`src/rtl/burst_launch_pkg.sv`:
```
// Shared types and defaults for the burst launcher feeding the base/addr/cnt counter.
package burst_launch_pkg;

  localparam int W_DEF  = 16;
  localparam int LW_DEF = 8;

  typedef enum logic {
    IDLE  = 1'b0,
    BURST = 1'b1
  } state_t;

  // Length fields encode beats-1, so a zero field still means one beat.
  function automatic int unsigned beats_from_len(input int unsigned len);
    return len + 1;
  endfunction

endpackage

```
`src/rtl/burst_launch_arb_if.sv`:
```
// Requester handshakes plus the counter load pair and burst status.
interface burst_launch_arb_if #(
  parameter int W  = 16,
  parameter int LW = 8
) ();

  logic          req0_valid;
  logic [W-1:0]  req0_addr;
  logic [LW-1:0] req0_len;
  logic          req0_ready;
  logic          req1_valid;
  logic [W-1:0]  req1_addr;
  logic [LW-1:0] req1_len;
  logic          req1_ready;
  logic          load_en;
  logic [W-1:0]  load_addr;
  logic          busy;
  logic          grant_id;
  logic          beat_last;

  modport master (
    output req0_valid, req0_addr, req0_len,
    input  req0_ready,
    output req1_valid, req1_addr, req1_len,
    input  req1_ready,
    input  load_en, load_addr, busy, grant_id, beat_last
  );

  modport slave (
    input  req0_valid, req0_addr, req0_len,
    output req0_ready,
    input  req1_valid, req1_addr, req1_len,
    output req1_ready,
    output load_en, load_addr, busy, grant_id, beat_last
  );

endinterface

```
`src/rtl/burst_launch_arb_rr_arb2.sv`:
```
// Two-way round-robin pick: the pointer only breaks ties, a lone valid always wins.
module rr_arb2 (
  input  logic [1:0] valid,
  input  logic       ptr,
  input  logic       en,
  output logic [1:0] grant
);

  for (genvar gi = 0; gi < 2; gi++) begin : g_pick
    assign grant[gi] = en & valid[gi] & (~valid[1-gi] | (ptr == 1'(gi)));
  end

endmodule

```
`src/rtl/burst_launch_arb.sv`:
```
// Round-robin burst launcher: pulses the counter load once per burst, then lets it free-run.
module burst_launch_arb
  import burst_launch_pkg::*;
#(
  parameter int W  = W_DEF,
  parameter int LW = LW_DEF
) (
  input logic               clk,
  input logic               rst,
  burst_launch_arb_if.slave bus
);

  state_t        state_reg, state_next;
  logic [LW-1:0] remaining_reg, remaining_next;
  logic          rr_ptr_reg, rr_ptr_next;
  logic          load_en_reg, load_en_next;
  logic [W-1:0]  load_addr_reg, load_addr_next;
  logic          grant_id_reg, grant_id_next;
  logic          beat_last_reg, beat_last_next;

  logic          accept_ok;
  logic [1:0]    valids;
  logic [1:0]    grant;
  logic          winner;

  // A new burst may be taken during the final beat, giving zero-bubble chaining.
  assign accept_ok = ~rst & ((state_reg == IDLE) | (remaining_reg == '0));
  assign valids    = {bus.req1_valid, bus.req0_valid};

  rr_arb2 u_arb (
    .valid (valids),
    .ptr   (rr_ptr_reg),
    .en    (accept_ok),
    .grant (grant)
  );

  assign bus.req0_ready = grant[0];
  assign bus.req1_ready = grant[1];
  assign bus.load_en    = load_en_reg;
  assign bus.load_addr  = load_addr_reg;
  assign bus.busy       = (state_reg == BURST);
  assign bus.grant_id   = grant_id_reg;
  assign bus.beat_last  = beat_last_reg;

  always_comb begin
    state_next     = state_reg;
    remaining_next = remaining_reg;
    rr_ptr_next    = rr_ptr_reg;
    load_en_next   = 1'b0;
    load_addr_next = load_addr_reg;
    grant_id_next  = grant_id_reg;
    beat_last_next = 1'b0;
    winner         = grant[1];

    if (grant != 2'b00) begin
      state_next     = BURST;
      load_en_next   = 1'b1;
      load_addr_next = winner ? bus.req1_addr : bus.req0_addr;
      remaining_next = winner ? bus.req1_len : bus.req0_len;
      grant_id_next  = winner;
      rr_ptr_next    = ~winner;
      beat_last_next = (remaining_next == '0);
    end else if (state_reg == BURST) begin
      if (remaining_reg != '0) begin
        remaining_next = remaining_reg - LW'(1);
        beat_last_next = (remaining_reg == LW'(1));
      end else begin
        state_next = IDLE;
      end
    end
  end

  always_ff @(posedge clk) begin
    if (rst) begin
      state_reg     <= IDLE;
      remaining_reg <= '0;
      rr_ptr_reg    <= 1'b0;
      load_en_reg   <= 1'b0;
      load_addr_reg <= '0;
      grant_id_reg  <= 1'b0;
      beat_last_reg <= 1'b0;
    end else begin
      state_reg     <= state_next;
      remaining_reg <= remaining_next;
      rr_ptr_reg    <= rr_ptr_next;
      load_en_reg   <= load_en_next;
      load_addr_reg <= load_addr_next;
      grant_id_reg  <= grant_id_next;
      beat_last_reg <= beat_last_next;
    end
  end

endmodule

```
`src/flat_wrapper.sv`:
```
// flat-port wrapper written by rule: the top's interface ports become plain ports
module burst_launch_arb_flat import burst_launch_pkg::*;
#(
  parameter int W  = W_DEF,
  parameter int LW = LW_DEF
)
  (clk, rst, bus_req0_valid, bus_req0_addr, bus_req0_len, bus_req0_ready, bus_req1_valid, bus_req1_addr, bus_req1_len, bus_req1_ready, bus_load_en, bus_load_addr, bus_busy, bus_grant_id, bus_beat_last);
  burst_launch_arb_if #(.W(W), .LW(LW)) bus_i ();
  input logic clk;
  input logic rst;
  input wire logic [$bits(bus_i.req0_valid)-1:0] bus_req0_valid;
  input wire logic [$bits(bus_i.req0_addr)-1:0] bus_req0_addr;
  input wire logic [$bits(bus_i.req0_len)-1:0] bus_req0_len;
  output wire logic [$bits(bus_i.req0_ready)-1:0] bus_req0_ready;
  input wire logic [$bits(bus_i.req1_valid)-1:0] bus_req1_valid;
  input wire logic [$bits(bus_i.req1_addr)-1:0] bus_req1_addr;
  input wire logic [$bits(bus_i.req1_len)-1:0] bus_req1_len;
  output wire logic [$bits(bus_i.req1_ready)-1:0] bus_req1_ready;
  output wire logic [$bits(bus_i.load_en)-1:0] bus_load_en;
  output wire logic [$bits(bus_i.load_addr)-1:0] bus_load_addr;
  output wire logic [$bits(bus_i.busy)-1:0] bus_busy;
  output wire logic [$bits(bus_i.grant_id)-1:0] bus_grant_id;
  output wire logic [$bits(bus_i.beat_last)-1:0] bus_beat_last;
  assign bus_i.req0_valid = bus_req0_valid;
  assign bus_i.req0_addr = bus_req0_addr;
  assign bus_i.req0_len = bus_req0_len;
  assign bus_req0_ready = bus_i.req0_ready;
  assign bus_i.req1_valid = bus_req1_valid;
  assign bus_i.req1_addr = bus_req1_addr;
  assign bus_i.req1_len = bus_req1_len;
  assign bus_req1_ready = bus_i.req1_ready;
  assign bus_load_en = bus_i.load_en;
  assign bus_load_addr = bus_i.load_addr;
  assign bus_busy = bus_i.busy;
  assign bus_grant_id = bus_i.grant_id;
  assign bus_beat_last = bus_i.beat_last;
  burst_launch_arb #(.W(W), .LW(LW)) u_core (.clk(clk), .rst(rst), .bus(bus_i));
endmodule
```
`config.mk`:
```
export PLATFORM = sky130hd
export DESIGN_NAME = burst_launch_arb_flat
export DESIGN_NICKNAME = d
export VERILOG_FILES = /design/src/rtl/burst_launch_pkg.sv /design/src/rtl/burst_launch_arb_if.sv /design/src/rtl/burst_launch_arb_rr_arb2.sv /design/src/rtl/burst_launch_arb.sv /design/src/flat_wrapper.sv
export SDC_FILE = /design/constraint.sdc
export NUM_CORES = 1
export LEC_CHECK = 0
export ABC_CLOCK_PERIOD_IN_PS = 3140
export BUFFER_PORTS_ARGS = -buffer_cell sky130_fd_sc_hd__buf_2
export CORE_MARGIN = 2
export CORE_UTILIZATION = 45
export CTS_CLUSTER_DIAMETER = 60
export DETAILED_ROUTE_END_ITERATION = 7
export GPL_TIMING_DRIVEN = 0
export PLACE_DENSITY_LB_ADDON = 0.12
export SLEW_MARGIN = 20
export SYNTH_ARGS = -nofsm -noshare
export SYNTH_HDL_FRONTEND = slang
export SYNTH_SLANG_ARGS = --single-unit
```
`constraint.sdc`:
```
create_clock -name clk -period 3.14 [get_ports clk]
set_input_delay 0.157 -clock clk [delete_from_list [all_inputs] [get_ports clk]]
set_output_delay 0.157 -clock clk [all_outputs]
set_load 0.01 [all_outputs]
```
==> results of run 1 <==
how the worst max path moves through the flow:
stage / to / slack (ns)
final: bus_req1_ready / 0.43
after detailed placement: u_core.remaining_reg[1]$_SDFFE_PP0P_ / 0.67
after CTS: bus_req1_ready / 0.40
after global routing: bus_req1_ready / 0.24
after global placement: u_core.remaining_reg[1]$_SDFFE_PP0P_ / 0.69
after floorplan: u_core.remaining_reg[1]$_SDFFE_PP0P_ / 0.90
metal layers:
metal | part of all wire | wire length [um]
met1 | 0.48 | 2060
met2 | 0.41 | 1790
met3 | 0.098 | 423
met4 | 0.011 | 48
met5 | 0 | 0
tightest hold or removal path: stages:
cell and delay [ns]:
buf_2 0.09, nand2_1 0.04, o21ai_0 0.05
power by group:
group | switching, uW | internal, uW
clock network | 137 | 190
registers | 51.2 | 422
logic | 213 | 175
area by class of cell:
| type | count | area share |
|---|---|---|
| inverters | 9 | 0.0168 |
| clock buffers | 7 | 0.0274 |
| clock inverters | 1 | 0.0149 |
| well taps | 46 | 0.0286 |
| plain buffers | 10 | 0.0236 |
| flip-flops and latches | 29 | 0.289 |
| repair buffers | 72 | 0.179 |
| multi-input cells | 129 | 0.421 |
kinds of logic after synthesis:
kind of cell / share of synthesized area
compound gates: 0.306
xor+xnor: 0.0174
fa+ha+maj: 0.0166
buf+inv: 0.0539
flops: 0.385
mux: 0.0415
simple gates: 0.180
cell usage in the layout (no fill, tap or decap), types with 2 or more instances in the layout:
| cell | netlist | final |
|---|---|---|
| a211oi_1 | 2 | 2 |
| a21boi_0 | 2 | 2 |
| a21oi_1 | 17 | 17 |
| a22oi_1 | 13 | 13 |
| a311oi_1 | 4 | 4 |
| a31o_2 | 2 | 2 |
| buf_2 | 2 | 74 |
| buf_4 | 2 | 2 |
| clkbuf_1 | 6 | 7 |
| clkbuf_4 | 0 | 5 |
| dfxtp_1 | 29 | 29 |
| ha_1 | 2 | 2 |
| inv_1 | 7 | 7 |
| inv_2 | 2 | 2 |
| mux2_2 | 2 | 2 |
| mux2i_1 | 4 | 4 |
| nand2_1 | 26 | 26 |
| nor2_1 | 9 | 9 |
| nor2b_1 | 2 | 2 |
| nor3_1 | 5 | 5 |
| nor4_1 | 3 | 3 |
| o2111ai_1 | 2 | 2 |
| o211ai_1 | 3 | 3 |
| o21ai_0 | 6 | 6 |
| o21ai_1 | 2 | 2 |
| or4_1 | 3 | 3 |
| xnor2_1 | 2 | 2 |
metrics by stage:
| step | hold WS [ns] | cells | util |
|---|---|---|---|
| floorplan | 0.266 | 177 | - |
| global placement | 0.370 | 295 | 0.587 |
| detailed placement | 0.376 | 295 | 0.587 |
| CTS | 0.0266 | 303 | 0.613 |
| global route | 0.0289 | 303 | 0.613 |
| finish | 0.0304 | 303 | 0.613 |
==> results.tsv, run 1 <==
metric	value	unit
Critical Path End Type	output pin	
area of the multi-input gates	847	um^2
port bufs	72	
Post-synth EDFFs	0	
fraction of registers with async set/reset	0	
Synth Instances	177	
worst-skew pair later-pin latency	0.33	ns
fill count	301	
Final Slew Violations	0	
max_cap viols	0	
post-synth top area share	0.385	
Reg area	581	um^2
leading area contributor after synthesis	dfxtp_1	
critical path's slowest cell	or4b_1	
WP data arrival	2.56	ns
fin nets	310	
crit-path max FO	10	
Final Hold Fails	0	
met3 Usage GRT	0.0807	
P per Cell Area	590	mW/mm^2
layout cells sized above 1	0.370	
syn_nets	231	
FP Rows	21	
Post-CTS Repair Setup Buffers	0	
number of cells on the critical path	9	
Initial Util	0.459	
fmax	0.369	GHz
Worst Path Required	2.98	ns
dominant cells by area after synthesis	dfxtp_1, a22oi_1, nand2_1, a21oi_1, mux2i_1	
Tot Pwr	1190	uW
GR met2 Demand/Resource	0.335	
Leakage	0.000909	uW
Core ar.	0.00328	mm^2
initial antenna violation count	0	
RSZ-0062 raised after global routing	no	
Worst Max-Slew Pin Slew	0.550	ns
Ys Warns	0	
Worst VDD drop	355	uV
vias in the first global route	1373	
clock sinks	29	
max reg flops	16	
GPL Wtd Cong	0.824	
GRT Resource Usage Total	0.239	
Die H	61.9	um
die area	0.00383	mm^2
CTS tree	yes	
startpoint types	flop	
Post-CTS Resized	0	
status	finished clean	
setup ws final	0.428	ns
max_slew headroom	0.633	
setup tns final	0	ns
final wirelength	4320	um
crit path from	u_core.remaining_reg[0]$_SDFFE_PP0P_	
post-synth cell types	44	
reg2reg setup slack	0.66	ns
via count	1636	
clock skew	0.00277	ns
Top Usage Layer GRT	met1	
Area after DPL	0.00193	mm^2
diodes inserted	0	
period utilisation layout	0.864	
Final setup viols	0	
total CTS buffers	5	
DRT iter0 DRCs	67	
crit path cell chain	inv_1 > ha_1 > or4b_1 > buf_2 > o22ai_4 > nand2b_2 > inv_2 > buf_4 > buf_2	
post-DP HPWL	3190	um
Root Buffer	clkbuf_4	
Worst Hold Depth	3	
#FFs+latches synth	29	
H-tree levels	2	
R2R depth	8	
Vias per Instance	5.40	
die width	61.9	um
Clock Tree Buf Depth	2	
reg2reg end	u_core.remaining_reg[1]$_SDFFE_PP0P_	
Final ANT Viol Nets	0	
Post-Syn Area	0.00151	mm^2
final instance area	0.00201	mm^2
Worst Hold End	u_core.remaining_reg[7]$_SDFFE_PP0P_	
CP delay by family, top	buffers and inverters	
first-pass GRT wire length	6580	um
Hold Path Class	input pin to flop	
Final min period	2.71	ns
crit-path max cell delay	0.44	ns
Avg Inst Size Synth	8.53	um^2
met1 Usage GRT	0.341	
critical path class	flop to output pin	
worst hold start	bus_req1_len[7]	
largest net degree at the start of global routing	11	
worst reg2reg startpoint	u_core.remaining_reg[0]$_SDFFE_PP0P_	
Top cell by count, worst path	buf_2	
sequential share of the synthesized area	0.385	
wire per inst	14.3	um
Clk pin slew, worst setup/hold paths	0.09	ns
Synth Flop Type	dfxtp_1	
WP buf/inv	5	
Ports	74	
area added between synthesis and finish	33.3	%
Remaining DRCs	0	
total gr overflow	0	
DR pass1 iterations	4	
count leader, synth	dfxtp_1	
most frequent cells after synthesis	dfxtp_1, nand2_1, a21oi_1, a22oi_1, nor2_1	
pre-CTS worst setup slack	0.667	ns
cts hold-fix bufs	0	
No activity file was read; power rests on OpenSTA's default activity.
==> inputs of run 2 (changes only) <==
--- a/config.mk
+++ b/config.mk
@@ -5,14 +5,14 @@
 export SDC_FILE = /design/constraint.sdc
 export NUM_CORES = 1
 export LEC_CHECK = 0
-export ABC_CLOCK_PERIOD_IN_PS = 3140
+export ABC_CLOCK_PERIOD_IN_PS = 2700
 export BUFFER_PORTS_ARGS = -buffer_cell sky130_fd_sc_hd__buf_2
 export CORE_MARGIN = 2
 export CORE_UTILIZATION = 45
 export CTS_CLUSTER_DIAMETER = 60
 export DETAILED_ROUTE_END_ITERATION = 7
 export GPL_TIMING_DRIVEN = 0
-export PLACE_DENSITY_LB_ADDON = 0.12
+export PLACE_DENSITY = 0.79
 export SLEW_MARGIN = 20
 export SYNTH_ARGS = -nofsm -noshare
 export SYNTH_HDL_FRONTEND = slang
==> constraint.sdc (replaced) <==
create_clock -name clk -period 2.7 [get_ports clk]
set_input_delay 0.135 -clock clk [delete_from_list [all_inputs] [get_ports clk]]
set_output_delay 0.135 -clock clk [all_outputs]
set_load 0.01 [all_outputs]
==> run 2 against run 1 <==
Non-clock buffer count is 1 higher. Count of clock-buffer cells in the layout is 1 lower. Setup slack worse by 0.35 ns. Critical path type unchanged. Global-route usage is 1.4 points higher. Core utilization is 0.42 points lower. Largest power group unchanged. Routed wire length is 2.6% higher.
==> results.tsv, run 2 (same netlist as run 1, synthesis figures left out) <==
metric	value	unit	change
layout cells sized above 1	0.376		was 0.370
Worst VDD drop	375	uV	was 355 uV
period utilisation layout	0.972		
crit-path max FO	10		unchanged
max_cap viols	0		unchanged
fin nets	311		was 310
most frequent cells in the layout	buf_2, dfxtp_1, nand2_1		unchanged
pre-CTS worst setup slack	0.179	ns	was 0.667 ns
via count	1688		was 1636
FP Rows	21		unchanged
post-DP HPWL	3340	um	was 3190 um
GPL Wtd Cong	0.845		was 0.824
cts hold-fix bufs	0		unchanged
crit path cell chain	inv_1 > ha_2 > or4b_1 > buf_2 > o22ai_4 > nand2_4 > inv_2 > clkbuf_4 > buf_2		was inv_1 > ha_1 > or4b_1 > buf_2 > o22ai_4 > nand2b_2 > inv_2 > buf_4 > buf_2
Final Slew Violations	0		unchanged
Core ar.	0.00328	mm^2	unchanged
Final ANT Viol Nets	0		unchanged
crit-path max cell delay	0.43	ns	was 0.44 ns
Clk pin slew, worst setup/hold paths	0.09	ns	about the same
Remaining DRCs	0		unchanged
commonest non-fill, non-tap cell in the layout	buf_2		unchanged
GRT Resource Usage Total	0.253		was 0.239
Leakage	0.000906	uW	was 0.000909 uW
die width	61.9	um	unchanged
critical path's slowest cell	or4b_1		unchanged
area added between synthesis and finish	32.4	%	was 33.3%
Clock Tree Buf Depth	2		unchanged
max_slew headroom	0.644		was 0.633
critical path class	flop to output pin		unchanged
Final setup viols	0		unchanged
Final Hold Fails	0		unchanged
Hold Path Class	input pin to flop		unchanged
CTS tree	yes		unchanged
RSZ-0062 raised after global routing	yes		was no
first-pass GRT wire length	7050	um	was 6580 um
max reg flops	16		unchanged
Worst Max-Slew Pin Slew	0.534	ns	was 0.550 ns
Final min period	2.63	ns	
vias in the first global route	1625		was 1373
DRT iter0 DRCs	135		was 67
port bufs	72		unchanged
Die H	61.9	um	unchanged
H-tree levels	2		unchanged
P per Cell Area	633	mW/mm^2	was 590 mW/mm^2
DP Cell Count	295		unchanged
Worst Path Required	2.57	ns	was 2.98 ns
Ports	74		unchanged
clock skew	0.00420	ns	was 0.00277 ns
diodes inserted	0		unchanged
Root Buffer	clkbuf_4		unchanged
Critical Path End Type	output pin		unchanged
Initial Util	0.459		unchanged
initial antenna violation count	0		unchanged
status	finished clean		unchanged
die area	0.00383	mm^2	unchanged
total gr overflow	0		unchanged
largest net degree at the start of global routing	11		unchanged
total CTS buffers	5		unchanged
non-filler cells, final	304		was 303
Vias per Instance	5.55		was 5.40
WP data arrival	2.49	ns	was 2.56 ns
Top cell by count, worst path	buf_2		unchanged
clock sinks	29		unchanged
final wirelength	4430	um	was 4320 um
setup ws final	0.0744	ns	was 0.428 ns
wire per inst	14.6	um	was 14.3 um
DR pass1 iterations	4		unchanged
fmax	0.381	GHz	
final design utilization	0.608		was 0.613
startpoint types	flop		unchanged
worst-skew pair later-pin latency	0.32	ns	was 0.33 ns
==> run 2: layout make-up <==
cell class                      count  area, um^2
Tap cell                           46        57.6
Fill cell                         319        1290
Multi-Input combinational cell    129         855
Timing Repair Buffer               73         368
Inverter                            9        36.3
Clock buffer                        6        41.3
Sequential cell                    29         581
Clock inverter                      2        10.0
Buffer                             10        50.0
==> run 2: timing repair <==
item | in CTS | in global routing
setup endpoints to repair | 1 | 2
pin swaps | 0 | 1
buffers inserted | 0 | 1
gates resized for setup | 1 | 3
==> run 2: path summary, 6_finish.rpt <==
check,startpoint,endpoint,slack [ns],depth (start not counted)
worst max-delay path,u_core.remaining_reg[0]$_SDFFE_PP0P_,bus_req0_ready,0.07,9
worst min-delay path,bus_req1_len[7],u_core.remaining_reg[7]$_SDFFE_PP0P_,0.02,3
worst max register to register,u_core.remaining_reg[0]$_SDFFE_PP0P_,u_core.remaining_reg[1]$_SDFFE_PP0P_,0.18,8
worst min register to register,u_core.bus.load_addr[1]$_SDFFE_PP0N_,u_core.bus.load_addr[1]$_SDFFE_PP0N_,0.48,2
==> run 2: critical path, delay by kind of cell (launching register included) <==
family	cells	cell delay [ns]
AOI/OAI and AO/OA	1	0.23
adders and majority gates	1	0.23
buffers and inverters	5	0.71
DFF	1	0.40
and+or+nand+nor	2	0.59
==> run 2: routing by layer <==
metal	part of all wire	vias to the layer above	track usage	wire length [um]
li1	-	822	-	-
met1	0.42	772	0.301	1860
met2	0.48	82	0.426	2120
met3	0.082	12	0.0766	362
met4	0.021	0	0.103	94
met5	0	-	0	0
==> run 2: report_power, final <==
group | switching, uW | internal, uW
sequential | 61.1 | 491
clock | 149 | 98.9
combinational | 253 | 211
total | 464 | 800
==> run 2: stage by stage <==
step | power (uW) | hold WS (ns) | setup TNS, ns | instance area (um^2)
4_1_cts | 1260 | 0.00614 | 0 | 1980
6_report | 1260 | 0.0166 | 0 | 2000
3_3_place_gp | 996 | 0.349 | 0 | 1930
5_1_grt | 1340 | 0.0341 | -0.00578 | 2000
3_5_place_dp | 1010 | 0.358 | 0 | 1930
2_1_floorplan | 859 | 0.244 | 0 | 1510
